===== src/rtl/sha256_round_controller.sv =====
// rtl/sha256_round_controller.sv - SHA-256 block sequencing FSM (init, 64 rounds, hash update, digest handshake)
module sha256_round_controller #(
    parameter int NUM_ROUNDS = 64
) (
    input  logic       clk,
    input  logic       rst,
    input  logic       blk_valid,
    output logic       blk_ready,
    input  logic       first_blk,
    input  logic       last_blk,
    input  logic       abort,
    output logic       init_iv,
    output logic       load_vars,
    output logic       round_en,
    output logic [5:0] k_addr,
    output logic       w_sched,
    output logic       h_update,
    output logic       digest_valid,
    input  logic       digest_ready,
    output logic       busy
);

    typedef enum logic [2:0] {
        S_IDLE,
        S_INIT,
        S_ROUND,
        S_UPDATE,
        S_DONE
    } state_t;

    localparam logic [6:0] LAST_RND = 7'(NUM_ROUNDS - 1);

    state_t     state_q, state_d;
    logic [6:0] cnt_q, cnt_d;
    logic       first_q, first_d;
    logic       last_q, last_d;

    always_ff @(posedge clk or posedge rst) begin
        if (rst) begin
            state_q <= S_IDLE;
            cnt_q   <= 7'd0;
            first_q <= 1'b0;
            last_q  <= 1'b0;
        end else begin
            state_q <= state_d;
            cnt_q   <= cnt_d;
            first_q <= first_d;
            last_q  <= last_d;
        end
    end

    assign blk_ready = (state_q == S_IDLE);
    assign busy      = (state_q != S_IDLE);

    always_comb begin
        state_d      = state_q;
        cnt_d        = cnt_q;
        first_d      = first_q;
        last_d       = last_q;
        init_iv      = 1'b0;
        load_vars    = 1'b0;
        round_en     = 1'b0;
        k_addr       = 6'd0;
        w_sched      = 1'b0;
        h_update     = 1'b0;
        digest_valid = 1'b0;

        case (state_q)
            S_IDLE: begin
                if (blk_valid) begin
                    state_d = S_INIT;
                    cnt_d   = 7'd0;
                    first_d = first_blk;
                    last_d  = last_blk;
                end
            end
            S_INIT: begin
                init_iv   = first_q;
                load_vars = ~first_q;
                cnt_d     = 7'd0;
                state_d   = S_ROUND;
            end
            S_ROUND: begin
                round_en = 1'b1;
                k_addr   = cnt_q[5:0];
                w_sched  = (cnt_q >= 7'd16);
                // Counter parks on the final round index rather than running past it.
                if (cnt_q == LAST_RND) begin
                    state_d = S_UPDATE;
                end else begin
                    cnt_d = cnt_q + 7'd1;
                end
            end
            S_UPDATE: begin
                h_update = 1'b1;
                state_d  = last_q ? S_DONE : S_IDLE;
            end
            S_DONE: begin
                digest_valid = 1'b1;
                if (digest_ready) begin
                    state_d = S_IDLE;
                end
            end
            default: begin
                state_d = S_IDLE;
            end
        endcase

        // Abort overrides every transition, including an accept in IDLE.
        if (abort) begin
            state_d = S_IDLE;
            cnt_d   = 7'd0;
            first_d = first_q;
            last_d  = last_q;
        end
    end

endmodule


===== config.mk =====
export PLATFORM = sky130hd
export DESIGN_NAME = sha256_round_controller
export DESIGN_NICKNAME = d
export VERILOG_FILES = /design/src/rtl/sha256_round_controller.sv
export SDC_FILE = /design/constraint.sdc
export NUM_CORES = 1
export LEC_CHECK = 0
export BUFFER_PORTS_ARGS = -buffer_cell sky130_fd_sc_hd__buf_2
export CAP_MARGIN = 25
export CORE_AREA = 2 2 47 44
export DETAILED_ROUTE_END_ITERATION = 7
export DIE_AREA = 0 0 49 46
export HOLD_SLACK_MARGIN = 0.15
export PLACE_DENSITY = 0.74
export SLEW_MARGIN = 25
export SYNTH_ARGS = -nofsm -noshare
export SYNTH_HDL_FRONTEND = slang
export SYNTH_SLANG_ARGS = --single-unit

===== constraint.sdc =====
create_clock -name clk -period 2.45 [get_ports clk]
set_clock_uncertainty 0.2 [all_clocks]
set_input_delay 0.1225 -clock clk [delete_from_list [all_inputs] [get_ports clk]]
set_output_delay 0.1225 -clock clk [all_outputs]
set_load 0.01 [all_outputs]

======== Word level (Yosys, flattened, before mapping) ========
Index checks and enable logic that the tools add are counted.
cells by class
  add/subtract/negate cells ............... 1
  equality and inequality tests ........... 9
  bitwise logic cells ..................... 2
  mux-type cells .......................... 17
  shifts and indexed selects .............. 0
  multipliers ............................. 0
  reduce and logical (&&, ||, !) cells .... 6
  divide/modulo/power cells ............... 0
  $lt $le $gt $ge ......................... 1
operators with widths
  operator             number
  $mux 7               3
  $pmux 7 s3           1
  $mux 3               5
  $pmux 3 s5           1
  $ne 3x3->1 const B   3
  $reduce_and 3->1     3
  $add 7x1->7 const B  1
  $eq 7x6->1 const B   1
  $ge 7x5->1 const B   1
  $eq 3x2->1 const B   2
  $mux 1               6
  $mux 6               1
  $reduce_bool 4->1    1
  $eq 3x1->1 const B   1
  $eq 3x3->1 const B   1
  $logic_not 3->1      1
  $ne 3x2->1 const B   1
  $reduce_bool 3->1    1
  $not 1->1            2
word-level totals
  register bits ........................... 12
  memory bits (read-only) ................. 0
  latch bits .............................. 0
  memory bits (writable) .................. 0
  bits of input ports ..................... 7
  memories kept ........................... 0

======== Logic depth before layout (Yosys ltp) ========
Gate-level depths: netlist (run 1).
  depth in word-level cells ............... 4
  mapped depth ............................ 6

======== Least setup slack after synthesis (run 1) ========
Ideal clock, no wire load.
  kind .................................... register to register
  start point ............................. register cnt_q[0]
  end point ............................... register cnt_q[1]
  clock period less this slack ............ 1.798 ns
  data required time ...................... 2.177 ns
  cell stages (with the launch flop) ...... 6
  path slack .............................. 0.652 ns
  data arrival time ....................... 1.525 ns
  path through ............................ dfrtp_1 -> ha_1 -> nand3_2 -> o31a_1 -> or3_1 -> a21oi_2
on the way
  word-level cells in the longest chain between the ends .. 4
  elaborated cells on any way between the ends .. 7
RTL lines
  what                    line  RTL
  start, declared         34    logic [6:0] cnt_q, cnt_d;
  start signal, assigned  46    cnt_q <= cnt_d;
  $add 7x1->7             91    cnt_d = cnt_q + 7'd1;
  $mux 7                  88    if (cnt_q == LAST_RND) begin
  $pmux 7 s3              68    case (state_q)
  $mux 7                  110   if (abort) begin
Parallel ways exist; a longest one is shown, timed or not. The select of a mux whose other input is x is not followed.
A chain may end at the register's enable or synchronous reset.

======== Final worst setup path (run 1) ========
  start point ............................. register state_q[1]
  end point ............................... register last_q
on the way
  word-level cells in the longest chain between the ends .. 2
RTL lines
  what                               line  RTL
  start, declared                    33    state_t state_q, state_d;
  start signal, assigned             45    state_q <= state_d;
  $logic_not 3->1                    68
  $reduce_and 3->1 (no source line)  -
  end signal, assigned               48    last_q <= last_d;
  end, declared                      36    logic last_q, last_d;
No other way between the ends.

==> results.md, run 1 <==
- **xor and xnor fraction of the mapped netlist area** 0.0462
- **aggregate global-route resource usage** 0.158
- **Syn Inst Count** 80
- **min setup slack post-route** 0.295 ns
- **Die Ht** 46 um
- **share of async-settable or async-resettable flops after synthesis** 1.00
- **cells taking the most area after synthesis** sky130_fd_sc_hd__dfrtp_1 40%, sky130_fd_sc_hd__and2_1 5.0%, sky130_fd_sc_hd__a22o_1 4.6%
- **Final setup viols** 0
- **max-slew violation count** 0
- **CTS Buf Count** 3
- **worst slew margin relative to its limit** 0.696
- **latest clock arrival within the worst-skew pair** 0.28 ns
- **residual DRC count** 0
- **H-tree depth** 1
- **Bufs on Longest Clock Path** 2
- **mapped cell area** 758 um^2
- **number of nets produced by synthesis** 89
- **top library cells by usage in the layout, fill and taps aside** 20 x sky130_fd_sc_hd__buf_2, 12 x sky130_fd_sc_hd__dfrtp_1, 8 x sky130_fd_sc_hd__inv_1, 8 x sky130_fd_sc_hd__dlygate4sd3_1, 6 x sky130_fd_sc_hd__and2_1
- **post-DR wirelength/cell** 11.8 um
- **clock-pin slew on the worst setup and hold paths** 0.08 ns
- **final critical path time including I/O delays and setup** 2.15 ns
- **number of global-route vias before repair** 533
- **first drt pass iteration count** 4
- **Initial DRC Count** 26
- **critical path fanouts, max** 9
- **clock network power share** 0.337
- **I/O Pins** 21
- **leading cell type in the layout, fill and taps excluded** sky130_fd_sc_hd__buf_2
- **post-synth top area share** 0.396
- **CTS root buf** sky130_fd_sc_hd__clkbuf_4
- **Total Wirelength** 1590 um
- **maximum clock frequency** 464 MHz
- **post-synthesis sequential element count** 12
- **CTS tree** done
- **area delta synth->final** 30.0%
- **Worst Max-Slew Pin Slew** 0.455 ns
- **Post-CTS Repair Setup Buffers** 0
- **initial cell density of the core** 0.416
- **largest family of logic cells by synthesized area** simple AND/OR/NAND/NOR gates
- **post-placement worst setup slack** 0.521 ns
- **number of synthesized flops with an enable pin** 0
- **share of cell area taken by muxes after synthesis** 0.0429
- **antenna diode count** 0
- **fraction of the mapped netlist area in compound gates** 0.162
- **fraction of final layout cells sized beyond drive strength 1** 0.284
- **Post-DRT Antenna Nets** 0
- **Buffers on Ports** 20
- **antenna violations before repair** 0
- **area share of and/or/nand/nor cells after synthesis** 0.244
- **overall via count from detail_route** 666
- **crit start category** register
- **switching power** 0.000133 W
- **critical path capture point type** register
- **switching share of power** 0.274
- **synthesized area per cell** 9.48 um^2
- **Gate power share** 0.200
- **Pwr Density** 493 nW/um^2
- **count of endpoints failing hold in the final timing report** 0
- **x dimension of the die** 49 um
- **adder-cell area share of the yosys netlist** 0.0330
- **endpoint arrival time on the critical path** 2.12 ns
- **max-cap violation count** 0
- **peak supply drop** 0.337 mV
- **Pleak** 0.469 nW
- **DP Wirelength** 1110 um
- **row cnt** 15
- **warnings from Yosys** 0
- **Worst Hold Class** in2async
- **status** finished clean
- **sequential share of the synthesized area** 0.396
- **final layout net count** 119
- **Floorplan Core Area** 1820 um^2
- **sinks on the clock net** 12
- **fraction of the cycle the final worst path needs** 0.879
- **part of the total power dissipated in sequential elements** 0.463
- **most common flop cell mapped by yosys** sky130_fd_sc_hd__dfrtp_1
- **most area-hungry cell type in the Yosys netlist** sky130_fd_sc_hd__dfrtp_1
- **Pint** 0.000353 W
- **first-pass GRT wire length** 2520 um
- **required time at the worst-slack endpoint** 2.41 ns
- **largest net degree at the start of global routing** 13
- **unrepaired setup endpoints after global routing** false
- **kind of critical path** reg2reg
- **post-synthesis cell type count** 35
- **RePlAce Congestion** 0.837
- **area of the die** 2250 um^2
- **final global-route overflow total** 0
- **vias per inst** 4.97
- **setup TNS after final layout** 0 ns
[critical path, stage by stage (launching register included)]
cell,delay (ns)
sky130_fd_sc_hd__dfrtp_1,0.48
sky130_fd_sc_hd__nor2_1,0.22
sky130_fd_sc_hd__nand2_1,0.10
sky130_fd_sc_hd__inv_1,0.08
sky130_fd_sc_hd__nand3b_1,0.12
sky130_fd_sc_hd__mux2_2,0.28
sky130_fd_sc_hd__dlygate4sd3_1,0.56
[through the flow]
step	hold WS (ns)	std cells	cell area (um^2)	power, W	utilization
final	0.180	134	986	0.000486	0.542
after global routing	0.239	134	986	0.000512	0.542
after floorplan	-0.213	80	758	0.000284	-
after CTS	0.196	134	986	0.000490	0.542
after detailed placement	-0.0443	122	870	0.000307	0.478
after global placement	-0.0403	122	870	0.000304	0.478
[power groups by stage]
stage	Combinational [W]	Clock [W]	Sequential (W)
floorplan	0.0000634	0	0.000220
global placement	0.0000763	0	0.000228
detailed placement	0.0000780	0	0.000229
CTS	0.0000972	0.000168	0.000225
global route	0.000107	0.000177	0.000228
finish	0.0000970	0.000164	0.000225
[final cells by class]
cell class | count | area [um^2]
inverters | 8 | 30.0
multi-input cells | 56 | 400
repair buffers | 29 | 188
clock buffers | 4 | 36.3
well taps | 25 | 31.3
fillers | 170 | 835
flip-flops and latches | 12 | 300
[logic make-up after synthesis]
group | after synthesis
buffers and inverters | 12
DFF | 12
muxes | 3
AOI/OAI and AO/OA | 16
adders and majority gates | 2
xor gates and xnor gates | 4
and+or+nand+nor | 31
[synth_stat cells, types with 3 or more instances]
library cell and count:
sky130_fd_sc_hd__dfrtp_1 12, sky130_fd_sc_hd__inv_1 8, sky130_fd_sc_hd__and2_1 6, sky130_fd_sc_hd__a22o_1 4, sky130_fd_sc_hd__nor2_1 4, sky130_fd_sc_hd__xnor2_1 4, sky130_fd_sc_hd__nand2_1 3, sky130_fd_sc_hd__nor3b_1 3
[per-layer routing]
| metal | GRT usage | up-vias | part of all wire |
|---|---|---|---|
| met2 | 0.249 | 19 | 0.47 |
| met3 | 0.0395 | 6 | 0.037 |
| met1 | 0.197 | 304 | 0.46 |
| met5 | 0 | - | 0 |
| met4 | 0.103 | 0 | 0.036 |
| li1 | - | 337 | - |
[final timing paths]
path	cells past startpoint	startpoint	slack, ns	endpoint
min in group clk	2	last_q	0.36	state_q[2]
min reg2reg	2	last_q	0.36	state_q[2]
min	3	rst	0.18	cnt_q[2]
max reg2reg	6	state_q[1]	0.30	last_q
max in group asynchronous	3	rst	1.55	first_q
max	6	state_q[1]	0.30	last_q
[registers in the layout, summed over array words and instances, names as in the netlist]
signal   flops
cnt_q        7
state_q      3
first_q      1
last_q       1
[what timing repair did]
| action | 4_1_cts | 5_1_grt |
|---|---|---|
| hold endpoints to repair | 21 | 0 |
| hold buffers | 8 | 0 |
| resized for setup | 0 | 0 |
(Power assumes the default switching activity.)
==> run 2: changes to the inputs <==
--- a/config.mk
+++ b/config.mk
@@ -7,11 +7,11 @@
 export LEC_CHECK = 0
 export BUFFER_PORTS_ARGS = -buffer_cell sky130_fd_sc_hd__buf_2
 export CAP_MARGIN = 25
-export CORE_AREA = 2 2 47 44
+export CORE_AREA = 2 2 45 47
 export DETAILED_ROUTE_END_ITERATION = 7
-export DIE_AREA = 0 0 49 46
+export DIE_AREA = 0 0 47 49
 export HOLD_SLACK_MARGIN = 0.15
-export PLACE_DENSITY = 0.74
+export PLACE_DENSITY = 0.72
 export SLEW_MARGIN = 25
 export SYNTH_ARGS = -nofsm -noshare
 export SYNTH_HDL_FRONTEND = slang
==> run 2 against run 1 <==
  * Via count up 6.0%
  * Largest cell class unchanged
  * Sequential power hardly changed
  * Largest power group unchanged
  * Combinational power up 2%
  * Clock power down 2%
  * Worst setup slack lost 0.042 ns
==> results.md, run 2 (same netlist as run 1, synthesis figures left out) <==
- **status** finished clean
- **Pleak** 0.469 nW, unchanged
- **CTS tree** done
- **registers with the highest flip-flop counts** cnt_q: 7 flops, state_q: 3 flops
- **first drt pass iteration count** 4, unchanged
- **aggregate global-route resource usage** 0.173, +0.0151
- **crit start category** register
- **dominant delay contributor by cell family on the critical path** buffers and inverters
- **kind of critical path** reg2reg
- **peak supply drop** 0.307 mV, -9.0%
- **worst reg2reg path endpoint** first_q
- **sinks on the clock net** 12, unchanged
- **endpoint arrival time on the critical path** 2.16 ns, +0.04 ns
- **area delta synth->final** 30.4%
- **fin cells** 136, +1.5%
- **worst-case reg-to-reg path depth** 6, unchanged
- **required time at the worst-slack endpoint** 2.42 ns, about the same
- **CTS Buf Count** 3, unchanged
- **final critical path time including I/O delays and setup** 2.20 ns, +0.0416 ns
- **total buffers and inverters traversed by the critical path** 2, unchanged
- **critical path capture point type** register
- **highest-delay cell along the critical path** sky130_fd_sc_hd__dlygate4sd3_1
- **row cnt** 16, +1
- **Inst Count DP** 124, +1.6%
- **post-DR wirelength/cell** 13.1 um, +10%
- **critical path fanouts, max** 9, unchanged
- **H-tree depth** 1, unchanged
- **setup slack, reg-to-reg** 0.25 ns, -0.04 ns
- **worst slew margin relative to its limit** 0.681, -0.0158
- **Floorplan Core Area** 1840 um^2, +1.2%
- **max-slew violation count** 0, unchanged
- **RePlAce Congestion** 0.844, +0.87%
- **area of the die** 2300 um^2, +2.2%
- **setup TNS after final layout** 0 ns, unchanged
- **CTS root buf** sky130_fd_sc_hd__clkbuf_4
- **count of endpoints failing hold in the final timing report** 0, unchanged
- **max-cap violation count** 0, unchanged
- **vias per inst** 5.19, +4.4%
- **overall via count from detail_route** 706, +6.0%
- **number of hold buffers added after cts** 8, unchanged
- **Die Ht** 49 um, +6.5%
- **latest clock arrival within the worst-skew pair** 0.28 ns, about the same
- **r2r startpoint** state_q[1]
- **Biggest register** cnt_q
- **top library cells by usage in the layout, fill and taps aside** 20 x sky130_fd_sc_hd__buf_2, 12 x sky130_fd_sc_hd__dfrtp_1, 8 x sky130_fd_sc_hd__inv_1, 8 x sky130_fd_sc_hd__dlygate4sd3_1, 6 x sky130_fd_sc_hd__and2_1
- **final layout net count** 119, unchanged
- **I/O Pins** 21, unchanged
- **fraction of final layout cells sized beyond drive strength 1** 0.284, unchanged
- **largest net degree at the start of global routing** 13, unchanged
- **sequence of cells on the critical path** nor2_1 > nand2_1 > inv_1 > nand3b_1 > mux2_2 > dlygate4sd3_1
- **Total Wirelength** 1780 um, +12%
- **residual DRC count** 0, unchanged
- **highest cell delay on the worst timing path** 0.56 ns, about the same
- **Post-DRT Antenna Nets** 0, unchanged
- **Post-CTS Repair Setup Buffers** 0, unchanged
- **antenna violations before repair** 0, unchanged
- **unrepaired setup endpoints after global routing** false
- **maximum clock frequency** 455 MHz, -1.9%
- **Initial DRC Count** 15, -42%
- **Worst Max-Slew Pin Slew** 0.478 ns, +0.0236 ns
- **number of global-route vias before repair** 645, +21%
- **DP Wirelength** 1210 um, +9.1%
- **Post-CTS Resized** 0, unchanged
- **Bufs on Longest Clock Path** 2, unchanged
- **antenna diode count** 0, unchanged
- **final global-route overflow total** 0, unchanged
- **first-pass GRT wire length** 2880 um, +15%
- **clock-pin slew on the worst setup and hold paths** 0.08 ns, about the same
- **x dimension of the die** 47 um, -4.1%
- **Final setup viols** 0, unchanged
- **leading cell type in the layout, fill and taps excluded** sky130_fd_sc_hd__buf_2
- **Pwr Density** 490 nW/um^2, -0.55%
- **number of flip-flops under the largest register name** 7, unchanged
- **initial cell density of the core** 0.412, -0.00481
- **fraction of the cycle the final worst path needs** 0.896, +0.0170
- **Worst Hold Class** in2async
- **Buffers on Ports** 20, unchanged
[run 2: cell counts in the layout (fill, tap and decap cells not counted)]
Identical to the previous run, type by type.
[run 2: cell type report]
class                      count  area (um^2)
multi-input combinational     56          400
timing repair buffer          29          188
tap                           27         33.8
sequential                    12          300
fill                         182          853
clock buffer                   4         36.3
inverter                       8         30.0
[run 2: power by group]
| group | total, W | switching [W] | internal [W] |
|---|---|---|---|
| Sequential | 0.000225 | 0.0000150 | 0.000210 |
| Clock | 0.000160 | 0.0000697 | 0.0000905 |
| Combinational | 0.0000987 | 0.0000466 | 0.0000520 |
| Total | 0.000484 | 0.000131 | 0.000353 |
[run 2: routing by layer]
layer,global-route usage,wire length (um),vias to the layer above
li1,-,-,335
met1,0.213,789,341
met2,0.269,856,26
met3,0.0778,109,4
met4,0.0463,23,0
met5,0,0,-
[run 2: through the flow]
stage	total power, W	instance area, um^2	hold WS [ns]	setup WS [ns]	utilization
3_3_place_gp	0.000306	872	-0.0465	0.605	0.474
4_1_cts	0.000492	988	0.190	0.281	0.537
2_1_floorplan	0.000284	758	-0.213	0.652	-
6_report	0.000484	988	0.190	0.254	0.537
5_1_grt	0.000516	988	0.241	0.152	0.537
3_5_place_dp	0.000308	872	-0.0463	0.544	0.474
[run 2: worst reg2reg max path, delay by kind of cell (launching register included)]
kind / cells / cell delay [ns]
buffers and inverters: 2 / 0.64
DFF: 1 / 0.48
muxes: 1 / 0.28
and+or+nand+nor: 3 / 0.47
[run 2: worst max-delay path by stage]
stage	cells past startpoint	slack, ns	from	to
CTS	6	0.28	state_q[1]	first_q
global placement	5	0.60	cnt_q[0]	cnt_q[1]
global route	6	0.15	state_q[1]	first_q
detailed placement	5	0.54	cnt_q[0]	cnt_q[1]
finish	6	0.25	state_q[1]	first_q
floorplan	5	0.65	cnt_q[0]	cnt_q[1]
